--- src/rtl/stopwatch_ctrl.sv ---
// Start/stop/zero stopwatch: prescaled tick gated by an IDLE/RUN/PAUSE FSM into a BCD digit chain.
// Optional lap/split display freeze is built when STOPWATCH_LAP_EN is defined.
module stopwatch_ctrl #(
  parameter int N_DIGITS = 4,
  parameter int TICK_DIV = 500000,
  parameter int TICK_W   = 20
) (
  input  logic                  clk,
  input  logic                  clear,
  input  logic                  start_stop,
  input  logic                  zero,
  input  logic                  lap,
  output logic [4*N_DIGITS-1:0] disp,
  output logic                  running,
  output logic                  overflow,
  output logic                  lap_active
);

  typedef enum logic [1:0] {
    ST_IDLE  = 2'd0,
    ST_RUN   = 2'd1,
    ST_PAUSE = 2'd2
  } state_t;

  localparam logic [TICK_W-1:0] LP_PRESC_LAST = TICK_W'(TICK_DIV - 1);

  state_t                r_state;
  state_t                w_state_next;
  logic [TICK_W-1:0]     r_presc;
  logic [TICK_W-1:0]     w_presc_next;
  logic [4*N_DIGITS-1:0] r_digits;
  logic [4*N_DIGITS-1:0] w_digits_inc;
  logic [4*N_DIGITS-1:0] w_digits_next;
  logic [N_DIGITS:0]     w_carry;
  logic                  w_tick;
  logic                  w_zero_req;
  logic                  r_running;
  logic                  r_overflow;

  assign w_tick     = (r_state == ST_RUN) && (r_presc == LP_PRESC_LAST);
  assign w_zero_req = (r_state == ST_PAUSE) && zero;

  always_comb begin
    w_state_next = r_state;
    case (r_state)
      ST_IDLE:  if (start_stop) w_state_next = ST_RUN;
      ST_RUN:   if (start_stop) w_state_next = ST_PAUSE;
      ST_PAUSE: begin
        if (zero)            w_state_next = ST_IDLE;
        else if (start_stop) w_state_next = ST_RUN;
      end
      default:  w_state_next = ST_IDLE;
    endcase
  end

  // Prescaler advances only in RUN; PAUSE keeps the partial period for resume.
  always_comb begin
    w_presc_next = '0;
    case (r_state)
      ST_RUN:   w_presc_next = w_tick ? '0 : r_presc + TICK_W'(1);
      ST_PAUSE: w_presc_next = zero ? '0 : r_presc;
      default:  w_presc_next = '0;
    endcase
  end

  assign w_carry[0] = w_tick;

  for (genvar gi = 0; gi < N_DIGITS; gi++) begin : g_digit
    logic [3:0] w_digit;
    assign w_digit          = r_digits[4*gi +: 4];
    assign w_carry[gi+1]    = w_carry[gi] && (w_digit == 4'd9);
    assign w_digits_inc[4*gi +: 4] = !w_carry[gi]      ? w_digit :
                                     (w_digit == 4'd9) ? 4'd0    : w_digit + 4'd1;
  end

  assign w_digits_next = w_zero_req ? '0 : w_digits_inc;

  always_ff @(posedge clk) begin
    if (clear) begin
      r_state    <= ST_IDLE;
      r_presc    <= '0;
      r_digits   <= '0;
      r_running  <= 1'b0;
      r_overflow <= 1'b0;
    end else begin
      r_state   <= w_state_next;
      r_presc   <= w_presc_next;
      r_digits  <= w_digits_next;
      r_running <= (w_state_next == ST_RUN);
      if (w_zero_req)
        r_overflow <= 1'b0;
      else if (w_carry[N_DIGITS])
        r_overflow <= 1'b1;
    end
  end

  assign running  = r_running;
  assign overflow = r_overflow;

`ifdef STOPWATCH_LAP_EN
  logic                  r_lap_active;
  logic                  w_lap_active_next;
  logic                  w_capture;
  logic [4*N_DIGITS-1:0] r_disp;
  logic [4*N_DIGITS-1:0] w_disp_next;

  always_comb begin
    w_lap_active_next = r_lap_active;
    w_capture         = 1'b0;
    if (w_zero_req) begin
      w_lap_active_next = 1'b0;
    end else if (lap) begin
      case (r_state)
        ST_RUN: begin
          w_lap_active_next = 1'b1;
          w_capture         = 1'b1;
        end
        ST_PAUSE: w_lap_active_next = 1'b0;
        default:  w_lap_active_next = r_lap_active;
      endcase
    end
    // A capture snapshots what the display currently shows, not the post-tick value.
    if (w_capture)
      w_disp_next = r_digits;
    else if (w_lap_active_next)
      w_disp_next = r_disp;
    else
      w_disp_next = w_digits_next;
  end

  always_ff @(posedge clk) begin
    if (clear) begin
      r_lap_active <= 1'b0;
      r_disp       <= '0;
    end else begin
      r_lap_active <= w_lap_active_next;
      r_disp       <= w_disp_next;
    end
  end

  assign disp       = r_disp;
  assign lap_active = r_lap_active;
`else
  logic w_unused_lap;
  assign w_unused_lap = lap;
  assign disp         = r_digits;
  assign lap_active   = 1'b0;
`endif

endmodule

--- config.mk ---
export PLATFORM = sky130hd
export DESIGN_NAME = stopwatch_ctrl
export DESIGN_NICKNAME = d
export VERILOG_FILES = /design/src/rtl/stopwatch_ctrl.sv
export SDC_FILE = /design/constraint.sdc
export NUM_CORES = 1
export LEC_CHECK = 0
export BUFFER_PORTS_ARGS = -buffer_cell sky130_fd_sc_hd__buf_2
export CELL_PAD_IN_SITES_DETAIL_PLACEMENT = 1
export CELL_PAD_IN_SITES_GLOBAL_PLACEMENT = 1
export CORE_UTILIZATION = 43
export CTS_CLUSTER_SIZE = 20
export DETAILED_ROUTE_END_ITERATION = 7
export PLACE_DENSITY_LB_ADDON = 0.3
export SYNTH_ARGS = -nofsm -noshare
export SYNTH_HDL_FRONTEND = slang
export SYNTH_SLANG_ARGS = --single-unit
--- constraint.sdc ---
create_clock -name clk -period 2.7 [get_ports clk]
set_input_delay 0.54 -clock clk [delete_from_list [all_inputs] [get_ports clk]]
set_output_delay 0.54 -clock clk [all_outputs]
set_load 0.01 [all_outputs]
==> results of run 1 <==
==> sequential cells by signal (all words and copies together) (netlist names) <==
register,count
running,1
r_state,2
disp,16
overflow,1
r_presc,20
==> worst min-delay path by stage <==
stage | start | end | slack [ps] | cells after the start
3_5_place_dp | overflow | overflow | 460 | 1
5_1_grt | overflow | overflow | 510 | 1
3_3_place_gp | overflow | overflow | 440 | 1
6_report | overflow | overflow | 470 | 1
4_1_cts | overflow | overflow | 480 | 1
2_1_floorplan | r_presc[5] | r_presc[5] | 460 | 2
==> where the power goes <==
part           leakage, uW  total [uW]  internal [uW]  switching (uW)
registers         0.000323         600            595            5.25
logic             0.000533        60.6           21.7            38.9
clock network    0.0000552         494            275             220
==> metrics by stage <==
step / setup slack (ps) / utilization, %
6_report: 397 / 51.4
5_1_grt: 248 / 51.4
4_1_cts: 393 / 51.4
3_5_place_dp: 433 / 49.1
3_3_place_gp: 514 / 49.1
2_1_floorplan: 537 / -
==> synthesized netlist by cell type, drive strengths merged, types with 4 or more instances <==
cell type	instances
dfxtp	40
nand2	29
nand3	22
nor2	22
o21ai	14
nor3	10
clkbuf	9
nand4	9
nor2b	8
nor3b	8
and3	7
xnor2	7
a21oi	6
nor4	5
a31oi	4
inv	4
mux2i	4
or3	4
or4	4
xor2	4
==> layout make-up <==
type                       instances  area share, %
clock buffer                       6           3.01
clock inverter                     2           1.45
inverter                           4          0.622
multi-input combinational        200           51.1
sequential                        40           33.2
tap                               54           2.80
timing repair buffer              32           7.78
==> worst max-delay path: stages (launching register included) <==
cell     delay (ps)
dfxtp_1         420
or4bb_1         560
nor4_4          220
buf_4           230
nand3_1         230
or3_1           420
a21oi_1         160
==> per-layer routing <==
layer,vias up,track usage [%],share of wire [%]
met5,-,0,0
met4,0,8.06,1.2
met3,7,3.94,2.4
met2,23,37.2,50
met1,981,27.3,46
li1,984,-,-
==> logic make-up (layout without fill, tap and decap cells) <==
| family | Yosys count | after routing | share of synthesized area, % |
|---|---|---|---|
| and+or+nand+nor | 150 | 150 | 41.7 |
| DFF | 40 | 40 | 38.2 |
| AOI/OAI and AO/OA | 32 | 32 | 9.07 |
| buffers and inverters | 15 | 44 | 3.22 |
| other | 1 | 1 | 0.179 |
| muxes | 5 | 5 | 2.45 |
| xor gates and xnor gates | 11 | 11 | 4.59 |
| adders and majority gates | 1 | 1 | 0.597 |
==> metrics.cfg, run 1 <==
[clocking]
cts.path.max_buffers=2
cts_made_buffers=5
ctsHoldBuffers=0
postCtsSetupRepairBufs=0
tritoncts=done
ctsResizeCount=0
clk_latency_ps=300
root_buffer=clkbuf_8
htreeDepth=2
cts_sinks=40
clk_pin_slew_worst_paths_ps=80

[timing]
fin_tns_setup_ps=0
final.min_clock_period_ps=2300
finalHoldViolCount=0
setup_viol=0
fin_skew_ps=2.08
fmax_mhz=434
rsz0062_at_grt=false
drv_slew=0
relSlewSlack_pct=45.7
period_share_pct=85.3
tightest_slew_ps=809
hold_slack_ps=470

[setup_path]
path_class=flip-flop to flip-flop
worstReg2RegStart=r_presc[13]
r2r_end=disp[1]
path_max_fanout=9
cp.required_ps=2920
endpoint_kind=flip-flop
regToRegSetupSlack_ps=400
startpoint=r_presc[13]
reg2reg_depth=6
worstSetupEndpoint=disp[1]
crit_arrival_ps=2520
start_kind=flip-flop

[die]
initial_core_util_pct=44.7
design.die.area_um2=5160
core-area_um2=4690
ios=24
num_rows=25
die_x_um=71.8
die_y_um=71.8

[route]
drt-initial-drc-count=74
dr.pass1.iters=4
wl_per_cell_um=15.2
wirelength_mm=5.15
via_per_inst=5.90
via_count=1995
antenna_left=0
drcViolationCount=0

[logic_synthesis]
yosysUniqueCellTypes=53
seq_area_frac_synth_pct=38.2
syn_nets=261
synth_edf_count=0
syn-instance-count=255
yosys_warnings=0
avgSynthCellArea_um2=8.22
netlist_top_cells_area=dfxtp_1 38%, nand3_1 5.3%, nand2_1 5.0%
ys_ff_latch=40
async_flop_share_pct=0
synth_top_area_share_pct=38.2
synth_top_flop_cell=dfxtp_1
yosys.area.top_type=dfxtp_1
syn_area_um2=2100

[layout]
drive_gt1_share_pct=18.7
diodes=0
layout_common_cells=40 x dfxtp_1, 28 x nand2_1, 22 x nand3_1, 22 x nor2_1, 21 x buf_2
instances_no_fill=338
nets=289
area_delta_synth_final_pct=15.0
final_common_cell=dfxtp_1
fillCellCount=587
regArea_um2=801
final_area_um2=2410
multi_input_area_um2=1230

[pwr]
finalPower_uw=1150
power.density_nw_per_um2=479
leakagePower_uw=0.000911
ir_worst_vdd_v=0.000260

[run_status]
outcome=finished, final reports clean

[global_routing]
grt_max_degree=23
grt_pass1_wl_mm=8.86
grt_overflow=0
grt_pass1_vias=1920
grt_antenna_before_repair=0
track_usage_pct=21.8

[flow_run]
cap_violations=0

[placed_design]
finalWeightedCongestion=0.722
placed_cell_area_um2=2300
dp.final_hpwl_mm=3.64
io_buffer_count=21
dp.cells=330

[worst_hold_path]
hp-class=flip-flop to flip-flop

No activity file was read; power rests on OpenSTA's default activity.
==> inputs of run 2 (changes only) <==
--- a/config.mk
+++ b/config.mk
@@ -8,10 +8,11 @@
 export BUFFER_PORTS_ARGS = -buffer_cell sky130_fd_sc_hd__buf_2
 export CELL_PAD_IN_SITES_DETAIL_PLACEMENT = 1
 export CELL_PAD_IN_SITES_GLOBAL_PLACEMENT = 1
-export CORE_UTILIZATION = 43
+export CORE_UTILIZATION = 46
 export CTS_CLUSTER_SIZE = 20
 export DETAILED_ROUTE_END_ITERATION = 7
 export PLACE_DENSITY_LB_ADDON = 0.3
+export SKIP_LAST_GASP = 1
 export SYNTH_ARGS = -nofsm -noshare
 export SYNTH_HDL_FRONTEND = slang
 export SYNTH_SLANG_ARGS = --single-unit
==> constraint.sdc (replaced) <==
create_clock -name clk -period 2.75 [get_ports clk]
set_input_delay 0.55 -clock clk [delete_from_list [all_inputs] [get_ports clk]]
set_output_delay 0.55 -clock clk [all_outputs]
set_load 0.01 [all_outputs]
==> metrics.cfg, run 2 (synthesis results as in run 1) <==
[run_status]
outcome=finished, final reports clean

[timing]
setup_viol=0
final.min_clock_period_ps=2390
drv_slew=0
relSlewSlack_pct=37.2
rsz0062_at_grt=false
period_share_pct=86.9
worst_slack_ps=361
fmax_mhz=419
fin_tns_setup_ps=0
tightest_slew_ps=942
fin_skew_ps=7.17
finalHoldViolCount=0
hold_slack_ps=466

[clocking]
cts.path.max_buffers=2
ctsResizeCount=0
cts_made_buffers=5
ctsHoldBuffers=0
tritoncts=done
htreeDepth=2
clk_pin_slew_worst_paths_ps=80
cts_sinks=40
root_buffer=clkbuf_8
clk_latency_ps=300
postCtsSetupRepairBufs=0

[pwr]
ir_worst_vdd_v=0.000209
pwr-share-comb_pct=5.5
clockPowerShare_pct=38.3
pwr-share-seq_pct=56.3
p_sw_uw=266
internal_power_uw=781
leakagePower_uw=0.000883
power.density_nw_per_um2=444
swShare_pct=25.4

[setup_path]
start_kind=flip-flop
path_class=flip-flop to flip-flop
cp.required_ps=2970
regToRegSetupSlack_ps=360
crit_arrival_ps=2610
path_max_fanout=7
r2r_end=disp[15]
endpoint_kind=flip-flop
worstReg2RegStart=r_presc[7]
reg2reg_depth=5

[layout]
finish.utilization_pct=54.2
diodes=0
final_common_cell=dfxtp_1
layout_common_cells=40 x dfxtp_1, 28 x nand2_1, 22 x nand3_1, 22 x nor2_1, 21 x buf_2
fillCellCount=553
regMostFlops=r_presc
area_delta_synth_final_pct=12.5
nets=285
final_area_um2=2360
largest_register_ffs=20
drive_gt1_share_pct=17.9

[global_routing]
grt_overflow=0
track_usage_pct=22.6
grt_pass1_wl_mm=8.91
grt_antenna_before_repair=0
grt_max_degree=23
grt_pass1_vias=2004

[route]
via_count=1974
dr.pass1.iters=4
wl_per_cell_um=15.1
antenna_left=0
via_per_inst=5.95
drcViolationCount=0
drt-initial-drc-count=67
wirelength_mm=5.00

[worst_hold_path]
hp-class=flip-flop to flip-flop
min_to=overflow
hold_path_depth=1
holdCritStartpoint=overflow

[placed_design]
placed_cell_area_um2=2270
io_buffer_count=21
dp.final_hpwl_mm=3.60
finalWeightedCongestion=0.729
dpl_worst_slack_ps=335

[die]
ios=24
die_y_um=69.5
die_x_um=69.5
design.die.area_um2=4830
core-area_um2=4350
initial_core_util_pct=48.2
num_rows=24

[flow_run]
cap_violations=0

## run 2: worst max path at each step
stage	cells past startpoint	endpoint	start
after detailed placement	5	disp[15]	r_presc[7]
after CTS	5	disp[15]	r_presc[7]
final	5	disp[15]	r_presc[7]
after global placement	6	r_presc[7]	r_presc[0]
after global routing	6	r_presc[7]	r_presc[0]
after floorplan	6	disp[15]	r_presc[11]
## run 2: through the flow
step	total power, uW	instances
2_1_floorplan	639	255
6_report	1050	332
4_1_cts	1060	332
3_5_place_dp	661	324
3_3_place_gp	659	324
5_1_grt	1090	332
## run 2: critical path, stage by stage, from the launching register on
cell,delay (ps)
dfxtp_1,350
or4b_1,620
nor4_4,480
nand3_1,250
or3_1,390
a41oi_1,220
## run 2: layer usage
metal | global-route usage, % | vias to the layer above | wire length, um
met1 | 25.7 | 969 | 2270
li1 | - | 977 | -
met5 | 0 | - | 0
met2 | 40.8 | 22 | 2540
met4 | 9.07 | 0 | 72
met3 | 4.94 | 6 | 124
## run 2: power by group through the flow
stage | clock [uW] | combinational [uW] | sequential, uW
after floorplan | 0 | 36.3 | 603
after global placement | 0 | 56.8 | 603
after detailed placement | 0 | 58.1 | 603
after CTS | 412 | 58.3 | 589
after global routing | 437 | 63.7 | 590
final | 401 | 57.2 | 589
## run 2: final cells by class
class	count	area [um2]	share of cell area [%]
repair buffers	28	158	6.68
flip-flops and latches	40	801	33.9
inverters	4	15.0	0.636
well taps	52	65.1	2.76
multi-input cells	200	1230	52.3
clock buffers	5	68.8	2.92
clock inverters	3	18.8	0.795
==> inputs of run 3 (changes only) <==
--- a/config.mk
+++ b/config.mk
@@ -11,7 +11,9 @@
 export CORE_UTILIZATION = 46
 export CTS_CLUSTER_SIZE = 20
 export DETAILED_ROUTE_END_ITERATION = 7
+export MAX_ROUTING_LAYER = met4
 export PLACE_DENSITY_LB_ADDON = 0.3
+export RECOVER_POWER = 100
 export SKIP_LAST_GASP = 1
 export SYNTH_ARGS = -nofsm -noshare
 export SYNTH_HDL_FRONTEND = slang
==> metrics.cfg, run 3 (synthesis results as in run 1) <==
[timing]
fmax_mhz=402
setup_viol=0
tightest_slew_ps=966
rsz0062_at_grt=false
hold_slack_ps=472
period_share_pct=90.4
finalHoldViolCount=0
final.min_clock_period_ps=2490
drv_slew=0
fin_skew_ps=7.84
relSlewSlack_pct=35.6
fin_tns_setup_ps=0

[layout]
diodes=0
drive_gt1_share_pct=10.4
final_common_cell=dfxtp_1
finish.utilization_pct=53.4
area_delta_synth_final_pct=10.9
layout_common_cells=40 x dfxtp_1, 28 x nand2_1, 22 x nand3_1, 22 x nor2_1, 21 x clkbuf_1
largest_register_ffs=20
regMostFlops=r_presc
nets=285

[clocking]
cts_made_buffers=5
root_buffer=clkbuf_8
cts.path.max_buffers=2
htreeDepth=2
clk_latency_ps=300
tritoncts=done
clk_pin_slew_worst_paths_ps=80
ctsResizeCount=0
postCtsSetupRepairBufs=0
cts_sinks=40
ctsHoldBuffers=0

[placed_design]
dp.final_hpwl_mm=3.60
io_buffer_count=21
finalWeightedCongestion=0.738

[setup_path]
cp.required_ps=2970
worstReg2RegStart=r_presc[6]
start_kind=flip-flop
path_max_fanout=9
r2r_end=disp[15]
crit_arrival_ps=2710
endpoint_kind=flip-flop
regToRegSetupSlack_ps=260
reg2reg_depth=6
path_class=flip-flop to flip-flop

[die]
core-area_um2=4350
num_rows=24
initial_core_util_pct=48.2
die_y_um=69.5
die_x_um=69.5
ios=24
design.die.area_um2=4830

[route]
dr.pass1.iters=4
via_count=1978
wl_per_cell_um=15.2
drt-initial-drc-count=67
via_per_inst=5.96
drcViolationCount=0
antenna_left=0
wirelength_mm=5.03

[worst_hold_path]
min_to=overflow
holdCritStartpoint=overflow
hold_path_depth=1
hp-class=flip-flop to flip-flop

[global_routing]
grt_pass1_vias=2007
grt_max_degree=23
grt_overflow=0
grt_antenna_before_repair=0
track_usage_pct=23.2
grt_pass1_wl_mm=8.90

[pwr]
power.density_nw_per_um2=449
leakagePower_uw=0.000792
ir_worst_vdd_v=0.000209

[run_status]
outcome=finished, final reports clean

[flow_run]
cap_violations=0

==> run 3: how the worst max path moves through the flow <==
stage	from	to	slack, ps	cells past startpoint
2_1_floorplan	r_presc[11]	disp[15]	590	6
3_3_place_gp	r_presc[0]	r_presc[7]	380	6
3_5_place_dp	r_presc[7]	disp[15]	330	5
4_1_cts	r_presc[7]	disp[15]	320	5
5_1_grt	r_presc[6]	disp[9]	120	6
6_report	r_presc[6]	disp[15]	260	6
==> run 3: power by group <==
group / internal, uW / switching (uW) / leakage, uW
registers: 584 / 5.45 / 0.000323
clock network: 177 / 223 / 0.0000479
logic: 18.3 / 37.6 / 0.000421
==> run 3: cell type report <==
class                      instances  area (um2)
inverter                           4        15.0
clock inverter                     3        18.8
multi-input combinational        200        1230
sequential                        40         801
tap                               52        65.1
fill                             559        2030
timing repair buffer              28         124
clock buffer                       5        68.8
==> run 3: worst max-delay path, cell delays in order (launching register included) <==
cell and delay (ps):
dfxtp_1 390, or4_4 550, nor4_4 260, clkbuf_1 360
nand3_1 240, or3_1 390, a41oi_1 210
==> run 3: stage by stage <==
step                      std cells  instance area (um2)  power, uW  setup WS, ps
final                           332                 2330       1050           265
after global routing            332                 2330       1090           123
after CTS                       332                 2360       1060           323
after detailed placement        324                 2270        661           335
after global placement          324                 2270        659           383
after floorplan                 255                 2100        639           587
==> run 3: routing by layer <==
layer	vias up	global-route usage (%)	share of wire, %
met1	969	25.5	45
met3	8	4.94	2.4
met5	-	-	0
li1	979	-	-
met2	22	40.9	51
met4	0	9.07	1.4
